===== src/rtl/serial_alu_n.sv =====
// Bit-serial ALU: one logic/full-add slice reused over WIDTH cycles, LSB first.
// Optional overflow output: define SERIAL_ALU_OVERFLOW_EN to add port ovf.
module serial_alu_n #(
   parameter int WIDTH = 8
) (
   input  logic             clk,
   input  logic             rst_n,
   input  logic             start,
   input  logic [WIDTH-1:0] a,
   input  logic [WIDTH-1:0] b,
   input  logic             a_inv,
   input  logic             b_inv,
   input  logic             c_in,
   input  logic [2:0]       op,
   output logic             busy,
   output logic             done,
   output logic [WIDTH-1:0] result,
   output logic             c_out,
   output logic             zero
`ifdef SERIAL_ALU_OVERFLOW_EN
   ,
   output logic             ovf
`endif
);

   localparam int CW = (WIDTH > 2) ? $clog2(WIDTH) : 1;
   localparam logic [CW-1:0] LAST = CW'(WIDTH - 1);
   localparam logic [2:0] OP_AND = 3'b000;
   localparam logic [2:0] OP_OR  = 3'b001;
   localparam logic [2:0] OP_XOR = 3'b010;
   localparam logic [2:0] OP_NOR = 3'b011;
   localparam logic [2:0] OP_ADD = 3'b100;
   localparam logic [2:0] OP_SUB = 3'b101;

   typedef enum logic [1:0] {IDLE, RUN, DONE} state_t;

   state_t           state_q, state_d;
   logic [CW-1:0]    cnt_q, cnt_d;
   logic             carry_q, carry_d;
   logic [WIDTH-1:0] a_q, a_d, b_q, b_d;
   logic             a_inv_q, a_inv_d, b_inv_q, b_inv_d;
   logic [2:0]       op_q, op_d;
   logic [WIDTH-1:0] sr_q, sr_d;
   logic [WIDTH-1:0] result_q, result_d;
   logic             c_out_q, c_out_d;
   logic             zero_q, zero_d;
   logic             ovf_q, ovf_d;

   logic             ai, bi, bit_out, carry_nxt, is_arith;
   logic [WIDTH-1:0] sr_shifted;

   always_ff @(posedge clk) begin
      if (!rst_n) begin
         state_q  <= IDLE;
         cnt_q    <= '0;
         carry_q  <= 1'b0;
         a_q      <= '0;
         b_q      <= '0;
         a_inv_q  <= 1'b0;
         b_inv_q  <= 1'b0;
         op_q     <= '0;
         sr_q     <= '0;
         result_q <= '0;
         c_out_q  <= 1'b0;
         zero_q   <= 1'b0;
         ovf_q    <= 1'b0;
      end else begin
         state_q  <= state_d;
         cnt_q    <= cnt_d;
         carry_q  <= carry_d;
         a_q      <= a_d;
         b_q      <= b_d;
         a_inv_q  <= a_inv_d;
         b_inv_q  <= b_inv_d;
         op_q     <= op_d;
         sr_q     <= sr_d;
         result_q <= result_d;
         c_out_q  <= c_out_d;
         zero_q   <= zero_d;
         ovf_q    <= ovf_d;
      end
   end

   // The single slice: operands are shifted right so bit 0 is always the live bit.
   always_comb begin
      is_arith  = (op_q == OP_ADD) || (op_q == OP_SUB);
      ai        = a_q[0] ^ a_inv_q;
      bi        = b_q[0] ^ b_inv_q ^ (op_q == OP_SUB);
      carry_nxt = (ai & bi) | (ai & carry_q) | (bi & carry_q);
      case (op_q)
         OP_AND:         bit_out = ai & bi;
         OP_OR:          bit_out = ai | bi;
         OP_XOR:         bit_out = ai ^ bi;
         OP_NOR:         bit_out = ~(ai | bi);
         OP_ADD, OP_SUB: bit_out = ai ^ bi ^ carry_q;
         default:        bit_out = 1'b0;
      endcase
      sr_shifted = {bit_out, sr_q[WIDTH-1:1]};
   end

   always_comb begin
      state_d  = state_q;
      cnt_d    = cnt_q;
      carry_d  = carry_q;
      a_d      = a_q;
      b_d      = b_q;
      a_inv_d  = a_inv_q;
      b_inv_d  = b_inv_q;
      op_d     = op_q;
      sr_d     = sr_q;
      result_d = result_q;
      c_out_d  = c_out_q;
      zero_d   = zero_q;
      ovf_d    = ovf_q;
      case (state_q)
         RUN: begin
            sr_d  = sr_shifted;
            a_d   = a_q >> 1;
            b_d   = b_q >> 1;
            cnt_d = cnt_q + 1'b1;
            if (is_arith) carry_d = carry_nxt;
            if (cnt_q == LAST) begin
               state_d  = DONE;
               result_d = sr_shifted;
               zero_d   = (sr_shifted == '0);
               c_out_d  = is_arith & carry_nxt;
               // Carry into the MSB is the carry register at the last bit.
               ovf_d    = is_arith & (carry_q ^ carry_nxt);
            end
         end
         default: begin
            if (start) begin
               state_d = RUN;
               cnt_d   = '0;
               a_d     = a;
               b_d     = b;
               a_inv_d = a_inv;
               b_inv_d = b_inv;
               op_d    = op;
               sr_d    = '0;
               carry_d = (op == OP_SUB) ? 1'b1 : ((op == OP_ADD) ? c_in : 1'b0);
            end else if (state_q == DONE) begin
               state_d = IDLE;
            end
         end
      endcase
   end

   assign busy   = (state_q == RUN);
   assign done   = (state_q == DONE);
   assign result = result_q;
   assign c_out  = c_out_q;
   assign zero   = zero_q;
`ifdef SERIAL_ALU_OVERFLOW_EN
   assign ovf    = ovf_q;
`else
   logic unused_ovf;
   assign unused_ovf = ovf_q ^ ovf_d;
`endif

endmodule


===== config.mk =====
export PLATFORM = sky130hd
export DESIGN_NAME = serial_alu_n
export DESIGN_NICKNAME = d
export VERILOG_FILES = /design/src/rtl/serial_alu_n.sv
export SDC_FILE = /design/constraint.sdc
export NUM_CORES = 1
export LEC_CHECK = 0
export BUFFER_PORTS_ARGS = -buffer_cell sky130_fd_sc_hd__buf_2
export CAP_MARGIN = 25
export CORE_ASPECT_RATIO = 2
export CORE_MARGIN = 4
export CORE_UTILIZATION = 59
export DETAILED_ROUTE_END_ITERATION = 10
export PLACE_DENSITY = 0.82
export SYNTH_ARGS = -nofsm -noshare
export SYNTH_HDL_FRONTEND = slang
export SYNTH_SLANG_ARGS = --single-unit

===== constraint.sdc =====
create_clock -name clk -period 3.4 [get_ports clk]
set_input_delay 0.68 -clock clk [delete_from_list [all_inputs] [get_ports clk]]
set_output_delay 0.68 -clock clk [all_outputs]
set_load 0.05 [all_outputs]

==> results of run 1 <==
tightest hold or removal path, cell delays in order (launching register included):
cell,delay (ps)
dfxtp_1,310
nand2_1,50
a21oi_1,50
flip-flops by register name, summed over array words and instances (netlist names):
| register | count |
|---|---|
| a_q | 8 |
| cnt_q | 3 |
| state_q | 2 |
| c_out | 1 |
| zero | 1 |
| sr_q | 7 |
| result | 8 |
| a_inv_q | 1 |
| b_inv_q | 1 |
| b_q | 8 |
| op_q | 3 |
| carry_q | 1 |
cells in the final DEF (no fill, tap or decap), types with 2 or more instances in the layout:
cell       n
mux2i_1   17
buf_4      3
nor2_1    12
a211oi_2  11
nor2b_1    2
clkbuf_8   6
buf_2     36
ha_1       4
xnor2_1    2
o21ai_0    6
inv_1      4
nand2_1   27
xor2_1     3
nor2_2     8
nand3_1   14
dfxtp_1   44
a21oi_1   23
a211oi_1   3
and3_1     2
cell usage after synthesis (all sizes together):
library cell | count | area share
a211oi | 14 | 0.077
a21o | 1 | 0.0036
a21oi | 23 | 0.056
a221oi | 1 | 0.0073
a22oi | 1 | 0.0036
a311oi | 1 | 0.0042
a31oi | 1 | 0.0030
and2b | 1 | 0.0036
and3 | 2 | 0.0061
and3b | 1 | 0.0042
and4 | 1 | 0.0042
buf | 14 | 0.058
clkbuf | 1 | 0.0018
dfxtp | 44 | 0.43
fa | 1 | 0.0097
ha | 4 | 0.024
inv | 5 | 0.0091
mux2 | 1 | 0.0054
mux2i | 17 | 0.082
nand2 | 27 | 0.049
nand2b | 1 | 0.0042
nand3 | 14 | 0.034
nand3b | 2 | 0.0091
nand4bb | 1 | 0.0054
nor2 | 20 | 0.046
nor2b | 2 | 0.0061
nor3 | 1 | 0.0024
nor4 | 1 | 0.0030
nor4b | 1 | 0.0042
o2111ai | 1 | 0.0042
o21a | 1 | 0.0036
o21ai | 6 | 0.015
o22ai | 1 | 0.0030
xnor2 | 2 | 0.0085
xor2 | 3 | 0.013
logic make-up (layout without fill, tap and decap cells):
kind of cell | after synthesis | after routing
simple gates | 75 | 75
compound gates | 51 | 51
flops | 44 | 44
buf+inv | 20 | 52
mux | 18 | 18
fa+ha+maj | 5 | 5
xor+xnor | 5 | 5
per-stage QoR:
stage / hold WS, ps / std cells / worst slack, ps
floorplan: 445 / 218 / 1570
global placement: 439 / 274 / 1410
detailed placement: 443 / 274 / 1390
CTS: 455 / 282 / 1280
global route: 475 / 282 / 1170
finish: 453 / 282 / 1280
final cells by class:
class / instances / share of cell area
inverter: 5 / 0.00813
timing repair buffer: 39 / 0.0879
clock buffer: 6 / 0.0358
clock inverter: 2 / 0.0168
tap: 32 / 0.0174
multi-input combinational: 154 / 0.452
sequential: 44 / 0.382
per-layer routing:
metal / vias up / track usage / part of all wire
li1: 828 / - / -
met1: 762 / 0.209 / 0.40
met2: 43 / 0.336 / 0.53
met3: 8 / 0.0423 / 0.041
met5: - / 0 / 0
met4: 0 / 0.104 / 0.027
power by group:
part / total (uW) / internal (uW) / switching [uW]
clock network: 421 / 240 / 181
logic: 140 / 59.9 / 80.4
registers: 556 / 538 / 17.5
worst max-delay path by stage:
stage,startpoint,to,slack [ps]
2_1_floorplan,op_q[1]$_SDFFE_PN0P_,sr_q[7]$_SDFFE_PN0N_,1570
3_3_place_gp,rst_n,sr_q[7]$_SDFFE_PN0N_,1410
3_5_place_dp,op_q[1]$_SDFFE_PN0P_,sr_q[7]$_SDFFE_PN0N_,1390
4_1_cts,state_q[0]$_SDFFE_PN0P_,busy,1280
5_1_grt,op_q[1]$_SDFFE_PN0P_,sr_q[7]$_SDFFE_PN0N_,1170
6_report,state_q[0]$_SDFFE_PN0P_,busy,1280
==> qor.txt, run 1 <==
slowest stage delay, CP = 470 ps
post-DR vias/cell = 5.82
Setup CP Type = register to primary output
Critical Path Source Type = register
Hold Crit Start = result[4]$_SDFFE_PN0P_
Data arrival, critical path = 1440 ps
hold_buf cts = 0
Period minus WS final = 2120 ps
Final HPWL DP = 2.77 mm
Critical Path RT = 2720 ps
Synth Area in XOR/XNOR = 0.0212
unrepaired setup endpoints after global routing = false
DIE HEIGHT = 91.7 um
flop-to-flop setup slack = 1340 ps
antenna-violating nets left = 0
grt total ovfl = 0
clk_skew = 3.97 ps
post-route design area = 2310 sq um
clk_lat worst skew = 300 ps
WP buf/inv = 2
vias in the first global route = 1585
setup_tns = 0 ps
pin count of the biggest net entering global routing = 47
status = finished, final reports clean
static leakage = 0.000985 uW
Reg2Reg Capture Point = sr_q[7]$_SDFFE_PN0N_
CORE AREA = 3380 sq um
FF/Latch Area = 881 sq um
CTS Root Cell = clkbuf_8
Synth Cell Area = 2070 sq um
Top delay family on crit path = buffers and inverters
Power Dens Cells = 484 nW/um^2
layout cells sized above 1 = 0.284
final worst path period share = 0.623
CTS buffer count = 5
post-synthesis mux area share = 0.0878
H-tree depth = 2
placed cell area = 2190 sq um
ANT cells = 0
final WL = 3.89 mm
Synthesized Nets = 248
initial antenna violation count = 0
Avg WL per Cell = 13.8 um
Worst-Margin Slew = 751 ps
Total Power = 1120 uW
DRT iter0 DRCs = 32
first-pass GRT wire length = 6.89 mm
Final Hold Viols = 0
PostCTS Resize Cnt = 0
# Max-Cap Violations = 0
# nets final = 279
Worst R2R Path Depth = 7
area of the multi-input gates = 1040 sq um
Final Max Tran Viols = 0
CTS tree = done
Sink Count = 44
I/O Pins = 37
critical path peak fanout = 18
relative slew slack = 0.499
row cnt = 30
Total GRT Usage = 0.193
max frequency = 472 MHz
clk buf depth = 2
count of input and output buffers = 36
crit path capture type = primary output
clk slew on worst S/H paths = 80 ps
GP Congestion = 0.891
Residual DRC = 0
Finish-stage setup viols = 0
Max VDD drop = 486 uV
synthesized area per cell = 9.48 sq um
Pre-antenna DRT Iters = 4
adder-cell share of the synthesized area = 0.0339
synthesized instance count = 218
Worst Hold Class = register to register
post-synthesis register bit count = 44
Crit path depth = 3
P&R area growth vs syn = 11.6%
initial core utilization = 0.612
routed vias = 1641
CP max-delay cell = dfxtp_1
compound-gate portion of the synthesized area = 0.180
largest family of logic cells by synthesized area = simple AND/OR/NAND/NOR gates
library cells used by synthesis = 42
Post-Synth Simple-Gate Area = 0.182
Synth Warn # = 0
CP cell instances = nand2b_2 > inv_2 > buf_2
WHS Path Cells = 2
register area share after synthesis = 0.426
Die W = 49.9 um
Filler Cells Inserted = 274
setup repair bufs after CTS = 0
DIE AREA = 4570 sq um
FF-to-FF Start = op_q[1]$_SDFFE_PN0P_
post-layout util = 0.683
Hold Path Sink = result[4]$_SDFFE_PN0P_
Power figures use the tool's default switching activity.
==> run 2, diff against run 1 <==
--- a/config.mk
+++ b/config.mk
@@ -9,9 +9,9 @@
 export CAP_MARGIN = 25
 export CORE_ASPECT_RATIO = 2
 export CORE_MARGIN = 4
-export CORE_UTILIZATION = 59
+export CORE_UTILIZATION = 49
 export DETAILED_ROUTE_END_ITERATION = 10
-export PLACE_DENSITY = 0.82
+export PLACE_DENSITY = 0.72
 export SYNTH_ARGS = -nofsm -noshare
 export SYNTH_HDL_FRONTEND = slang
 export SYNTH_SLANG_ARGS = --single-unit
==> constraint.sdc (replaced) <==
create_clock -name clk -period 1.8 [get_ports clk]
set_input_delay 0.36 -clock clk [delete_from_list [all_inputs] [get_ports clk]]
set_output_delay 0.36 -clock clk [all_outputs]
set_load 0.05 [all_outputs]
==> run 2 against run 1 <==
The flow now finishes with violations (setup timing). Global-route usage fell by 1.5 points. Largest power group unchanged. Power is 78% higher. Combinational power up 110%. Critical endpoint is now zero$_SDFFE_PN0P_. Non-clock buffer count up 7. Via count is 1.3% lower. Clock-buffer cell count did not move. Worst setup slack got worse by 1300 ps.
==> qor.txt, run 2 (same netlist as run 1, synthesis figures left out) <==
Place WS = -36.1 ps
post-layout util = 0.587
# nets final = 286
count of input and output buffers = 36
vias in the first global route = 1548
Setup CP Type = register to register
clk_skew = 8.99 ps
Filler Cells Inserted = 401
CP cell instances = and2b_1 > nand2_2 > xnor2_2 > fa_1 > nand3b_1 > and4_1 > a21o_1
Final HPWL DP = 3.02 mm
final worst path period share = 1.01
P&R area growth vs syn = 16.0%
Finish-stage setup viols = 1
Power Dens Cells = 830 nW/um^2
relative slew slack = 0.669
DRT iter0 DRCs = 17
layout cells sized above 1 = 0.319
Total Power = 1990 uW
Avg WL per Cell = 13.5 um
initial core utilization = 0.506
I/O Pins = 37
CTS buffer count = 5
DIE HEIGHT = 99.9 um
Critical Path Source Type = register
initial antenna violation count = 0
Crit path depth = 7
GP Congestion = 0.790
setup ws final = -15.1 ps
Total GRT Usage = 0.177
Period minus WS final = 1820 ps
crit path capture type = register
static leakage = 0.00102 uW
unrepaired setup endpoints after global routing = true
status = finished with violations
Worst R2R Path Depth = 7
CTS Root Cell = clkbuf_8
slowest stage delay, CP = 490 ps
FF-to-FF Start = op_q[1]$_SDFFE_PN0P_
clk_lat worst skew = 300 ps
Die W = 53.9 um
CORE AREA = 4090 sq um
first-pass GRT wire length = 7.16 mm
# Max-Cap Violations = 0
critical path peak fanout = 3
crit path from = op_q[1]$_SDFFE_PN0P_
Top delay family on crit path = simple AND/OR/NAND/NOR gates
CP max-delay cell = fa_1
final WL = 4.16 mm
placed cell area = 2280 sq um
Data arrival, critical path = 2010 ps
WHS Path Cells = 3
Final Hold Viols = 0
WP buf/inv = 0
Final Max Tran Viols = 0
Reg2Reg Capture Point = zero$_SDFFE_PN0P_
CTS tree = done
clk slew on worst S/H paths = 90 ps
Worst Hold Class = input pin to register
failing checks = setup timing
Critical Path RT = 1990 ps
routed vias = 1620
ANT cells = 0
grt total ovfl = 0
Max VDD drop = 651 uV
commonest non-fill, non-tap cell in the layout = dfxtp_1
Residual DRC = 0
max frequency = 551 MHz
pin count of the biggest net entering global routing = 47
Fin Hold WS = 306 ps
most frequent cells in the layout = 44 x dfxtp_1, 35 x buf_2, 26 x nand2_1
post-DR vias/cell = 5.24
H-tree depth = 2
antenna-violating nets left = 0
post-route design area = 2400 sq um
flop-to-flop setup slack = -20 ps
DIE AREA = 5380 sq um
row cnt = 33
Worst-Margin Slew = 496 ps
clk buf depth = 2
Sink Count = 44
CP endpoint = zero$_SDFFE_PN0P_
Pre-antenna DRT Iters = 4
-- run 2: repair_timing --
item,in CTS,in global routing
endpoints found under the hold margin,0,0
hold buffers,0,0
endpoints found under the setup margin,3,4
resized for setup,2,1
gates cloned,0,0
buffers inserted,1,0
pin swaps,2,0
-- run 2: cell type report --
class / count / area [sq um] / share of cell area
multi-input combinational: 154 / 1070 / 0.444
tap: 52 / 65.1 / 0.0271
timing repair buffer: 46 / 270 / 0.113
clock inverter: 2 / 15.0 / 0.00626
inverter: 5 / 18.8 / 0.00782
sequential: 44 / 881 / 0.367
clock buffer: 6 / 82.6 / 0.0344
-- run 2: metrics by stage --
step           TNS, ps  instances
2_1_floorplan        0        218
3_3_place_gp         0        300
3_5_place_dp     -65.7        300
4_1_cts          -8.22        309
5_1_grt           -320        309
6_report         -15.1        309
-- run 2: worst min-delay path by stage --
stage	start	end	slack [ps]
global placement	result[5]$_SDFFE_PN0P_	result[5]$_SDFFE_PN0P_	440
detailed placement	c_out$_SDFFE_PN0P_	c_out$_SDFFE_PN0P_	440
global route	b[7]	b_q[7]$_SDFFE_PP0P_	330
CTS	a[7]	a_q[7]$_SDFFE_PP0P_	300
finish	b[7]	b_q[7]$_SDFFE_PP0P_	310
floorplan	sr_q[1]$_SDFFE_PN0N_	result[0]$_SDFFE_PN0P_	450
-- run 2: power breakdown --
| group | switching [uW] | internal [uW] |
|---|---|---|
| Clock | 338 | 311 |
| Sequential | 32.4 | 1020 |
| Combinational | 160 | 134 |
| Total | 530 | 1460 |
-- run 2: layer usage --
layer / global-route usage / part of all wire / wire [um]
met1: 0.199 / 0.38 / 1580
met2: 0.305 / 0.55 / 2310
met3: 0.0431 / 0.047 / 195
met4: 0.0709 / 0.020 / 84
met5: 0 / 0 / 0
-- run 2: tightest hold or removal path: stages --
cell     delay, ps
buf_2           70
mux2i_1         50
nor2_1          80
